==> src/rtl/atomic_cmd_arbiter.sv <==
// Round-robin arbiter sharing the atomic ALU command port between requesters.
// The datapath is held from accept to response so a CAS cannot be interleaved.
module atomic_cmd_arbiter #(
  parameter int NUM_REQ = 4,
  parameter int CMD_W   = 12,
  parameter int DATA_W  = 32,
  parameter int TIMEOUT = 255
) (
  input  logic                     clk,
  input  logic                     rst_n,
  input  logic [NUM_REQ-1:0]       req_valid,
  input  logic [NUM_REQ*CMD_W-1:0] req_cmd,
  output logic [NUM_REQ-1:0]       req_ready,
  output logic [NUM_REQ-1:0]       rsp_valid,
  output logic [DATA_W-1:0]        rsp_data,
  output logic                     rsp_cas_ok,
  output logic                     rsp_err,
  output logic [CMD_W-1:0]         dp_cmd,
  output logic                     dp_start,
  input  logic                     dp_done,
  input  logic [DATA_W-1:0]        dp_result,
  input  logic                     dp_z,
  output logic                     busy,
  output logic [2:0]               grant_id
);

  typedef enum logic [1:0] {
    IDLE,
    ISSUE,
    WAIT,
    RESP
  } state_t;

  state_t state, nstate;

  logic [2:0]         rr_ptr;
  logic [15:0]        cnt;
  logic               win_found;
  int                 win_idx;
  logic               timed_out;
  logic               is_cas;
  logic [NUM_REQ-1:0] one;

  assign one       = NUM_REQ'(1);
  assign timed_out = (cnt == 16'(TIMEOUT - 1));
  assign is_cas    = (dp_cmd[CMD_W-1 -: 3] == 3'b111);

  // first valid requester at or after rr_ptr, wrapping
  always_comb begin
    win_found = 1'b0;
    win_idx   = 0;
    for (int i = 0; i < NUM_REQ; i++) begin
      if (!win_found && req_valid[(int'(rr_ptr) + i) % NUM_REQ]) begin
        win_found = 1'b1;
        win_idx   = (int'(rr_ptr) + i) % NUM_REQ;
      end
    end
  end

  always_ff @(posedge clk or negedge rst_n) begin
    if (!rst_n) state <= IDLE;
    else        state <= nstate;
  end

  always_comb begin
    nstate = state;
    unique case (state)
      IDLE:    if (win_found) nstate = ISSUE;
      ISSUE:   nstate = WAIT;
      WAIT:    if (dp_done || timed_out) nstate = RESP;
      RESP:    nstate = IDLE;
      default: nstate = IDLE;
    endcase
  end

  assign busy      = (state != IDLE);
  assign dp_start  = (state == ISSUE);
  assign req_ready = (state == IDLE && win_found) ? (one << win_idx) : '0;
  assign rsp_valid = (state == RESP) ? (one << grant_id) : '0;

  always_ff @(posedge clk or negedge rst_n) begin
    if (!rst_n) begin
      dp_cmd     <= '0;
      grant_id   <= '0;
      rr_ptr     <= '0;
      cnt        <= '0;
      rsp_data   <= '0;
      rsp_cas_ok <= 1'b0;
      rsp_err    <= 1'b0;
    end else begin
      unique case (state)
        IDLE: begin
          if (win_found) begin
            dp_cmd   <= req_cmd[win_idx*CMD_W +: CMD_W];
            grant_id <= 3'(win_idx);
          end
        end
        ISSUE: cnt <= '0;
        WAIT: begin
          if (dp_done) begin
            rsp_data   <= dp_result;
            rsp_cas_ok <= is_cas & dp_z;
            rsp_err    <= 1'b0;
          end else if (timed_out) begin
            rsp_data   <= '0;
            rsp_cas_ok <= 1'b0;
            rsp_err    <= 1'b1;
          end else begin
            cnt <= cnt + 16'd1;
          end
        end
        RESP: begin
          rr_ptr <= (int'(grant_id) == NUM_REQ - 1) ? 3'd0
                                                    : grant_id + 3'd1;
        end
        default: ;
      endcase
    end
  end

endmodule

==> config.mk <==
export PLATFORM = sky130hd
export DESIGN_NAME = atomic_cmd_arbiter
export DESIGN_NICKNAME = d
export VERILOG_FILES = /design/src/rtl/atomic_cmd_arbiter.sv
export SDC_FILE = /design/constraint.sdc
export NUM_CORES = 1
export LEC_CHECK = 0
export BUFFER_PORTS_ARGS = -buffer_cell sky130_fd_sc_hd__buf_2
export CORE_MARGIN = 2
export CORE_UTILIZATION = 35
export CTS_CLUSTER_SIZE = 16
export DETAILED_ROUTE_END_ITERATION = 10
export GPL_ROUTABILITY_DRIVEN = 0
export PLACE_DENSITY_LB_ADDON = 0.25
export SLEW_MARGIN = 20
export SYNTH_ARGS = -nofsm -noshare
export SYNTH_HDL_FRONTEND = slang
export SYNTH_SLANG_ARGS = --single-unit
==> constraint.sdc <==
create_clock -name clk -period 3.4 [get_ports clk]
set_input_delay 0.68 -clock clk [delete_from_list [all_inputs] [get_ports clk]]
set_output_delay 0.68 -clock clk [all_outputs]
set_load 0.1 [all_outputs]
Yosys cells after proc, flatten, opt, wreduce, memory -nomap -nowiden
Index checks and enable logic that the tools add are counted.

Register bits: 69. Input port bits: 88. Output and inout port bits: 59. Word-level logic and storage cells: 88.

Add/subtract/negate cells: 5. Multiply operators: 1. Magnitude comparators: 4. Equality and inequality tests: 10. Shift operators: 3. Muxes and demuxes: 34. Bitwise logic cells: 4. Reduce and logical (&&, ||, !) cells: 19.

Operators with widths (count): $mux 32 (5); $shiftx 48x32->12 (1); $mul 32x3->30 const B (1); $mux 16 (2); $pmux 16 s2 (1); $shl 1x32->4 const A (1); $add 16x1->16 const B (1); $eq 16x8->1 const B (1); $mux 1 (15); $lt 3x4->1 const B (3); $bmux 1 s2 (4); $mux 2 (4); $mux 4 (2); $ne 2x2->1 const B (4); $pmux 2 s4 (1); $eq 3x3->1 const B (2); $reduce_and 2->1 (3); $reduce_bool 2->1 (3); $reduce_or 2->1 (3); $add 2x1->2 const B (2); $add 2x2->2 const B (2); $eq 2x2->1 const B (2); $logic_and 1x1->1 (4); $shl 1x3->4 const A (1); 8 further kinds (12).

Depth between registers and ports, before layout
Gate-level depths: netlist of the first run.

Depth in word-level cells: 16. Mapped depth: 13. Gate-level depth less buffers: 11.

Worst setup path after synthesis of the first run
Ideal clock, no wire load.

Path kind: register to output. From: reg state[0]. To: out req_ready[0]. Arrival time: 2.531 ns. Required time: 2.720 ns. Slack: 0.189 ns. Cell stages (with the launch flop): 7. Path buffers: 1. Path through: dfrtp_1 > inv_1 > ha_1 > inv_1 > nor2_1 > clkbuf_1 > and2_1.

Word-level cells in the longest chain between the ends: 3.

RTL lines: start: declaration (RTL line 34) `state_t state, nstate;`; start signal: assignment (RTL line 62) `else state <= nstate;`; $logic_not 2->1 (RTL line 78) `assign req_ready = (state == IDLE && win_found) ? (one << win_idx) : '0;`; $logic_and 1x1->1 (RTL line 78); $mux 4 (RTL line 78); end: declaration (RTL line 13) `output logic [NUM_REQ-1:0] req_ready,`.

Every way passes these cells.

Worst setup path after layout of the first run
From: reg rr_ptr[1]. To: out req_ready[2].

Word-level cells in the longest chain between the ends: 14. Elaborated cells between the ends (all ways): 37. Those cells by class: add/sub (3); shift (1); mux (20); bitwise (3); reduce/logical (10).

RTL lines: start: declaration (RTL line 36) `logic [2:0] rr_ptr;`; start signal: assignment (RTL line 113) `rr_ptr <= (int'(grant_id) == NUM_REQ - 1) ? 3'd0`; $add 2x1->2 or $bmux 1 s2 (tied branches) (RTL line 53, 55); $bmux 1 s2 or $mux 1 (tied branches) (RTL line 53) `if (!win_found && req_valid[(int'(rr_ptr) + i) % NUM_REQ]) begin`; $mux 1 (implied by the code) (RTL line 53); $mux 1 (implied by the code) or $logic_not 1->1 (tied branches) (RTL line 53); $logic_and 1x1->1 (RTL line 53); $mux 1 (RTL line 53); $logic_not 1->1 (RTL line 53); $logic_and 1x1->1 (RTL line 53); $mux 1 (RTL line 53); $logic_not 1->1 (RTL line 53); $logic_and 1x1->1 (RTL line 53); $mux 32 or $mux 1 (tied branches) (RTL line 53); $shl 1x32->4 or $logic_and 1x1->1 (tied branches) (RTL line 78); $mux 4 * (RTL line 78).

Every way passes the cells marked *; elsewhere a longest branch is shown, timed or not. The select of a mux whose other input is x is not followed.

==> results.ini, run 1 <==
[sta]
fin_crit_ns = 2.861
fin_skew_ns = 0.008061
setup_viol = 0
hold_viol_final = 0
period_share_pct = 84.16
finalMaxSlewViolations = 0
max_clock_freq_mhz = 349.5
relSlewSlack_pct = 42.31
tns_ns = 0
rsz0062_at_grt = false
fin_hold_ws_ns = 0.4780
worst_pin_slew_ns = 0.8653

[routing]
wirelength_um = 9817
drtAntennaViolNets = 0
routedWlPerCell_um = 15.15
drtIter0Drc = 252
top_layer = met4
via_per_inst = 5.207
num_vias = 3374
wl_met3_um = 709
drc_errors = 0
wl_met1_um = 4395
met2_length_um = 4568
dr.pass1.iters = 4

[global_route]
grt_use_total_pct = 16.03
grt_max_degree = 69
antenna_found_initial = 0
grt_pass1_wl_um = 16420
overflow = 0
grt_pass1_vias = 3295

[critical_path]
crit_fanout = 7
crit_type = flip-flop to output pin
endpoint_kind = output pin
arrival_ns = 2.18
required_ns = 2.72
reg2reg_slack_ns = 0.66
crit_path_start_kind = flip-flop

[floorplan]
core_area_mm2 = 0.01132
io_pins = 147
rows = 39
die_area_mm2 = 0.01242
initial_core_util_pct = 35.70
fp.dieH_um = 111.5
die_w_um = 111.5

[cts]
cts_resized = 0
cts_sinks = 68
clkTransAtPathRegs_ns = 0.06
worstSkewPairLatency_ns = 0.33
clock-root-buffer = clkbuf_16
cts_hold_buffers = 0
cts_buffers = 9
htree_levels = 3
cts_buffer_depth = 2
cts_tree = done
postCtsSetupBuffers = 0

[hold_path]
min_path_type = flip-flop to flip-flop

[yosys]
synth_seq_cells = 68
syn_nets = 462
synth-edff-count = 0
syn_inst = 358
async_flop_share_pct = 100.0
ys.flop_type = dfrtp_1
yosysWarningCount = 0
yosysSeqAreaShare_pct = 42.11
ys_types = 52
avgSynthCellArea_um2 = 11.29
netlist_area_mm2 = 0.004041

[layout]
nets = 604
final_util_pct = 46.32
areaGrowthSynthToFinish_pct = 29.75
drive_above_1_share_pct = 39.01
num_antenna_cells = 0

[place]
io_buffer_count = 145
dpl.hpwl_um = 7180

[run]
max_cap_violations = 0

[outcome]
status = complete, no violations

==> final cells by class <==
cell class              count  area [um2]
clock inverters             7       73.82
flip-flops and latches     68        1702
repair buffers            157       858.3
multi-input cells         248        2143
inverters                  16       62.56
well taps                 143       178.9
fillers                  1062        6077
clock buffers               9       225.2
==> critical path, stage by stage (launching register included) <==
cell and delay, ns:
dfrtp_1 0.46, mux2i_1 0.22, a221oi_4 0.50, inv_4 0.07, ha_1 0.18, and2_1 0.13, buf_2 0.29
==> kinds of logic after synthesis <==
kind of cell	Yosys count	synth area share (%)
fa+ha+maj	16	4.954
simple gates	71	8.731
buf+inv	42	4.861
mux	45	16.97
flops	68	42.11
other cells	1	0.09279
compound gates	104	19.91
xor+xnor	11	2.384
==> cells in the mapped netlist, drive strengths merged, types with 2 or more instances <==
| library cell | number | share of area [%] |
|---|---|---|
| a222oi | 2 | 0.50 |
| mux2 | 2 | 0.56 |
| a22o | 33 | 7.2 |
| a211oi | 7 | 1.3 |
| o21a | 4 | 0.74 |
| nand2b | 3 | 0.46 |
| nor3 | 4 | 0.50 |
| a2111oi | 3 | 0.96 |
| nand2 | 19 | 1.8 |
| buf | 16 | 2.4 |
| nand3 | 7 | 0.87 |
| and2 | 10 | 1.5 |
| dfrtp | 68 | 42 |
| o21ai | 19 | 2.4 |
| o22ai | 4 | 0.62 |
| o2bb2ai | 2 | 0.43 |
| nor2 | 17 | 1.6 |
| and3 | 4 | 0.62 |
| o22a | 6 | 1.3 |
| ha | 16 | 5.0 |
| a21oi | 11 | 1.4 |
| inv | 16 | 1.5 |
| mux2i | 25 | 6.2 |
| mux4 | 18 | 10 |
| xnor2 | 11 | 2.4 |
| o221ai | 3 | 0.65 |
| clkbuf | 10 | 0.93 |
==> placed cells by master, fill, tap and decap left out, drive strengths merged, types with 2 or more instances in the layout <==
| cell | n |
|---|---|
| a2111oi | 3 |
| a211oi | 7 |
| a21oi | 11 |
| a222oi | 2 |
| a22o | 33 |
| and2 | 10 |
| and3 | 4 |
| buf | 157 |
| clkbuf | 9 |
| clkinv | 3 |
| dfrtp | 68 |
| ha | 16 |
| inv | 18 |
| mux2 | 2 |
| mux2i | 25 |
| mux4 | 18 |
| nand2 | 19 |
| nand2b | 3 |
| nand3 | 7 |
| nor2 | 17 |
| nor3 | 4 |
| o21a | 4 |
| o21ai | 19 |
| o221ai | 3 |
| o22a | 6 |
| o22ai | 4 |
| o2bb2ai | 2 |
| xnor2 | 11 |
==> layer usage <==
layer	vias to the layer above	GRT usage (%)
met5	-	0
met4	0	5.761
met3	11	3.865
met2	128	25.49
met1	1605	21.51
li1	1630	-
==> path summary, 6_finish.rpt <==
| path | cells after the start | startpoint | endpoint |
|---|---|---|---|
| setup / recovery | 6 | rr_ptr[1] | req_ready[2] |
| hold / removal | 2 | dp_cmd[3] | dp_cmd[3] |
| setup reg to reg | 8 | rr_ptr[1] | dp_cmd[3] |
| hold reg to reg | 2 | dp_cmd[3] | dp_cmd[3] |
| max in group asynchronous | 2 | rst_n | cnt[10] |
| min in group asynchronous | 2 | rst_n | cnt[9] |
==> metrics by stage <==
step | area, um2 | cells | setup slack (ns)
3_5_place_dp | 4945 | 632 | 0.3475
4_1_cts | 5244 | 648 | 0.5157
3_3_place_gp | 4945 | 632 | 0.4120
6_report | 5244 | 648 | 0.5386
2_1_floorplan | 4041 | 358 | 0.1894
5_1_grt | 5244 | 648 | 0.4216
==> flip-flops by register name, summed over array words and instances (netlist names) <==
| register | count |
|---|---|
| rsp_data | 32 |
| rr_ptr | 2 |
| state | 2 |
| rsp_err | 1 |
| dp_cmd | 12 |
| grant_id | 2 |
| cnt | 16 |
| rsp_cas_ok | 1 |
Power of run 1 is left out: the tool's default activity adds up to more than one toggle a clock period on the data nets, which glitch-free logic cannot reach.
==> inputs of run 2 (changes only) <==
--- a/config.mk
+++ b/config.mk
@@ -5,6 +5,7 @@
 export SDC_FILE = /design/constraint.sdc
 export NUM_CORES = 1
 export LEC_CHECK = 0
+export ABC_AREA = 1
 export BUFFER_PORTS_ARGS = -buffer_cell sky130_fd_sc_hd__buf_2
 export CORE_MARGIN = 2
 export CORE_UTILIZATION = 35
==> constraint.sdc (replaced) <==
create_clock -name clk -period 2.9 [get_ports clk]
set_input_delay 0.58 -clock clk [delete_from_list [all_inputs] [get_ports clk]]
set_output_delay 0.58 -clock clk [all_outputs]
set_load 0.1 [all_outputs]
==> results.ini, run 2 <==
[routing]
drtAntennaViolNets = 0
via_per_inst = 5.055
drtIter0Drc = 332
drc_errors = 0
routedWlPerCell_um = 13.96
dr.pass1.iters = 5
num_vias = 5131
wirelength_um = 14170

[sta]
finalMaxSlewViolations = 0
relSlewSlack_pct = 60.03
rsz0062_at_grt = true
period_share_pct = 101.1
fin_skew_ns = 0.007326
hold_viol_final = 0
max_clock_freq_mhz = 341.0
setup_viol = 4
worst_pin_slew_ns = 0.5995
worst_slack_ns = -0.03265
fin_crit_ns = 2.933
tns_ns = -0.09324

[yosys]
ys.flop_type = dfrtp_1
synth_seq_cells = 68
yosysSeqAreaShare_pct = 35.59
yosys.area.top_type = dfrtp_1
ys_types = 33
yosysMostFrequentCell = nand2_1
syn_nets = 786
synth-xor-area-share_pct = 1.282
synth_area_leaders = dfrtp_1, nand2_1, nand3_1, inv_1, a22o_1
synth_compound_area_share_pct = 12.48
synth-adder-area-share_pct = 4.187
synth_top_family_by_area = simple AND/OR/NAND/NOR gates
yosysTopAreaCellShare_pct = 35.59
synth-edff-count = 0
async_flop_share_pct = 100.0
netlist_area_mm2 = 0.004781
syn_inst = 682
avgSynthCellArea_um2 = 7.010
synthTopCellsByCount = nand2_1, inv_1, nand3_1
synthMuxAreaShare_pct = 0
synth_simple_gate_area_share_pct = 34.49
yosysWarningCount = 0

[global_route]
antenna_found_initial = 0
grt_use_total_pct = 19.27
grt_pass1_vias = 4642
grt_pass1_wl_um = 22790
grt_max_degree = 63
overflow = 0

[layout]
fillers = 1333
areaGrowthSynthToFinish_pct = 32.98
drive_above_1_share_pct = 28.96
nets = 938
final_cell_mix = nand2_1, buf_2, inv_1
num_antenna_cells = 0
mostFrequentLayoutCell = nand2_1
largest_reg_flops = 32
top_register = rsp_data
reg.largest.list = rsp_data (32), cnt (16), dp_cmd (12)

[critical_path]
endpoint_kind = output pin
reg2reg_from = rr_ptr[0]
reg2reg_slack_ns = 0.15
ff2ff_path_depth = 19
arrival_ns = 2.35
cp_slowest_cell = dfrtp_2
path_common_cell = nand2_2
required_ns = 2.32
crit_fanout = 7
cp_slowest_stage_delay_ns = 0.50
reg2reg_to = dp_cmd[2]
path_buf_inv = 4
cp_cell_sequence = clkinv_4, nand2_2, nand2_2, nand2_2, nand2_2, nor2_4, nand2_2, o2111ai_2, nand2_2, buf_4, ha_4, inv_2, nor2_4, buf_12
crit_type = flip-flop to output pin
crit_path_start_kind = flip-flop
critical-path-top-delay-family = simple AND/OR/NAND/NOR gates

[floorplan]
rows = 42
fp.dieH_um = 120.9
die_w_um = 120.9
io_pins = 147
die_area_mm2 = 0.01461
initial_core_util_pct = 35.96
core_area_mm2 = 0.01330

[cts]
clock-root-buffer = clkbuf_16
cts_buffers = 9
htree_levels = 3
clkTransAtPathRegs_ns = 0.06
cts_buffer_depth = 2
cts_sinks = 68
worstSkewPairLatency_ns = 0.33
cts_tree = done

[outcome]
violations = setup timing
status = finished, violations left

[place]
dpl.hpwl_um = 10340
io_buffer_count = 145

[hold_path]
min_path_type = primary input to asynchronous set/reset pin

[run]
max_cap_violations = 0

## run 2: cell count changes after synthesis, moves of 10 or more
cell / change
nand3_1: +78
nand2_1: +147
mux2i_1: -25
nand4_1: +41
inv_1: +78
o21ai_1: +12
nor2_1: +36
and2_1: -10
mux4_2: -16
## run 2: cell families after synthesis
family          after synthesis
other cells                   1
buf+inv                     136
xor+xnor                      7
fa+ha+maj                    16
flops                        68
simple gates                365
compound gates               89
## run 2: repair_timing
item	in CTS	in global routing
buffers inserted	3	3
gates resized for setup	6	42
hold buffers	0	0
gates cloned	0	1
pin swaps	5	18
hold endpoints to repair	0	0
endpoints found under the setup margin	4	16
## run 2: area by class of cell
class                           instances  area (um2)  area share [%]
Multi-Input combinational cell        478        2660           41.84
Sequential cell                        68        1704           26.81
Timing Repair Buffer                  175        1051           16.53
Inverter                              101       391.6           6.160
Clock buffer                            9       225.2           3.543
Tap cell                              176       220.2           3.464
Clock inverter                          7       98.84           1.555
Timing Repair inverter                  1       6.256         0.09841
## run 2: metrics by stage
step / util (%) / setup WS [ns] / instances / hold WS [ns] / cell area [um2]
after floorplan: - / 0.04160 / 682 / 0.2844 / 4811
after global placement: 43.89 / 0.01933 / 992 / 0.4607 / 5836
after detailed placement: 43.89 / -0.01916 / 992 / 0.4677 / 5836
after CTS: 46.60 / -0.01207 / 1011 / 0.2445 / 6196
after global routing: 47.82 / -0.1442 / 1015 / 0.2770 / 6357
final: 47.82 / -0.03265 / 1015 / 0.2321 / 6357
## run 2: metal layers
layer,share of wire (%),track usage (%),wire [um]
met1,43,26.58,6128
met2,49,31.14,6880
met3,6.9,3.336,978
met4,1.3,5.233,185
met5,0,0,0
## run 2: worst max path at each step
stage / from / to / cells past startpoint
global route: rr_ptr[0] / req_ready[3] / 14
global placement: req_valid[3] / dp_cmd[7] / 19
CTS: rr_ptr[0] / req_ready[3] / 14
detailed placement: req_valid[3] / dp_cmd[6] / 19
finish: rr_ptr[0] / req_ready[1] / 14
floorplan: req_valid[3] / req_ready[0] / 12
Power of run 2 is left out for the same reason.
==> inputs of run 3 (changes only) <==
--- a/config.mk
+++ b/config.mk
@@ -8,7 +8,7 @@
 export ABC_AREA = 1
 export BUFFER_PORTS_ARGS = -buffer_cell sky130_fd_sc_hd__buf_2
 export CORE_MARGIN = 2
-export CORE_UTILIZATION = 35
+export CORE_UTILIZATION = 52
 export CTS_CLUSTER_SIZE = 16
 export DETAILED_ROUTE_END_ITERATION = 10
 export GPL_ROUTABILITY_DRIVEN = 0
==> results.ini, run 3 (same netlist as run 2, synthesis figures left out) <==
[critical_path]
arrival_ns = 2.48
critical-path-top-delay-family = simple AND/OR/NAND/NOR gates
crit_path_start_kind = flip-flop
crit_fanout = 6
endpoint_kind = output pin
cp_slowest_stage_delay_ns = 0.49
required_ns = 2.32
cp_cell_sequence = inv_2, nand2_2, nand2_4, nand2_4, nand2_4, nor2_4, nand2_2, o2111ai_2, nand2_2, inv_2, buf_6, ha_4, inv_2, nor2_4, buf_12
path_buf_inv = 5
crit_type = flip-flop to output pin
cp_slowest_cell = dfrtp_2

[global_route]
overflow = 0
grt_pass1_vias = 4966
grt_max_degree = 45
antenna_found_initial = 0
grt_use_total_pct = 27.40
grt_pass1_wl_um = 22480

[sta]
relSlewSlack_pct = 52.06
fin_crit_ns = 3.059
fin_skew_ns = 0.01198
setup_viol = 4
period_share_pct = 105.5
rsz0062_at_grt = true
hold_viol_final = 0
worst_slack_ns = -0.1590
worst_pin_slew_ns = 0.7191
finalMaxSlewViolations = 0
max_clock_freq_mhz = 326.9

[floorplan]
initial_core_util_pct = 54.29
core_area_mm2 = 0.008806
rows = 34
die_w_um = 99.89
fp.dieH_um = 99.89
io_pins = 147
die_area_mm2 = 0.009977

[cts]
cts_sinks = 68
cts_buffers = 9
htree_levels = 3
cts_buffer_depth = 2
worstSkewPairLatency_ns = 0.34
clock-root-buffer = clkbuf_8
cts_hold_buffers = 0
cts_tree = done
clkTransAtPathRegs_ns = 0.08

[layout]
num_antenna_cells = 0
regArea_mm2 = 0.001704
drive_above_1_share_pct = 30.00
mostFrequentLayoutCell = nand2_1
final_cell_mix = nand2_1, buf_2, inv_1
top_register = rsp_data
areaGrowthSynthToFinish_pct = 30.49
reg.largest.list = rsp_data (32), cnt (16), dp_cmd (12)
nets = 939
largest_reg_flops = 32
multi_input_area_mm2 = 0.002730
fillers = 722

[routing]
drtAntennaViolNets = 0
wirelength_um = 14450
drc_errors = 0
num_vias = 5433
drtIter0Drc = 294
dr.pass1.iters = 5
routedWlPerCell_um = 15.24
via_per_inst = 5.731

[hold_path]
min_path_type = primary input to asynchronous set/reset pin

[outcome]
status = finished, violations left
violations = setup timing

[place]
dpl.hpwl_um = 10120
io_buffer_count = 145
place_ws_ns = -0.1038

[run]
max_cap_violations = 0

[run 3: cell types whose count changed in the layout (fill, tap and decap cells not counted), sizes merged]
| cell | delta |
|---|---|
| buf | +1 |
| bufinv | -1 |
| clkinv | -1 |
| inv | +1 |
| clkinvlp | +1 |
[run 3: per-stage QoR]
step	TNS (ns)	util [%]	cell area [um2]	std cells	hold slack, ns
after global routing	-1.905	70.84	6238	948	0.3367
after floorplan	0	-	4811	682	0.2844
final	-0.5208	70.84	6238	948	0.2867
after detailed placement	-0.5852	65.05	5728	921	0.4694
after global placement	0	65.05	5728	921	0.4690
after CTS	-0.01398	68.60	6041	941	0.3029
[run 3: final timing paths]
| kind | from | endpoint | slack [ns] | depth (start not counted) |
|---|---|---|---|---|
| max in group asynchronous | rst_n | cnt[5] | 1.96 | 2 |
| worst max-delay path | rr_ptr[1] | req_ready[3] | -0.16 | 15 |
| worst min-delay path | rst_n | rsp_data[29] | 0.29 | 1 |
| worst min register to register | rsp_cas_ok | rsp_cas_ok | 0.49 | 2 |
| worst max register to register | rr_ptr[0] | dp_cmd[4] | 0.05 | 19 |
| min in group clk | dp_result[23] | rsp_data[23] | 0.47 | 2 |
[run 3: final cells by class]
class / count / area share, %
timing repair inverter: 1 / 0.08022
tap: 108 / 2.166
inverter: 101 / 6.157
timing repair buffer: 176 / 17.21
multi-input combinational: 478 / 43.76
sequential: 68 / 27.32
clock inverter: 7 / 1.324
clock buffer: 9 / 1.986
[run 3: repair_timing]
action                                  4_1_cts  5_1_grt
cloned                                        0        1
pin swaps                                    13       14
gates resized for setup                      27       44
buffers inserted                              4        6
endpoints found under the setup margin       12       16
[run 3: layer usage]
metal / track usage [%] / up-vias / part of all wire, %
li1: - / 2571 / -
met1: 34.57 / 2469 / 39
met2: 47.77 / 336 / 49
met3: 3.064 / 57 / 8.3
met4: 11.70 / 0 / 3.6
met5: 0 / - / 0
Power of run 3 is left out for the same reason.
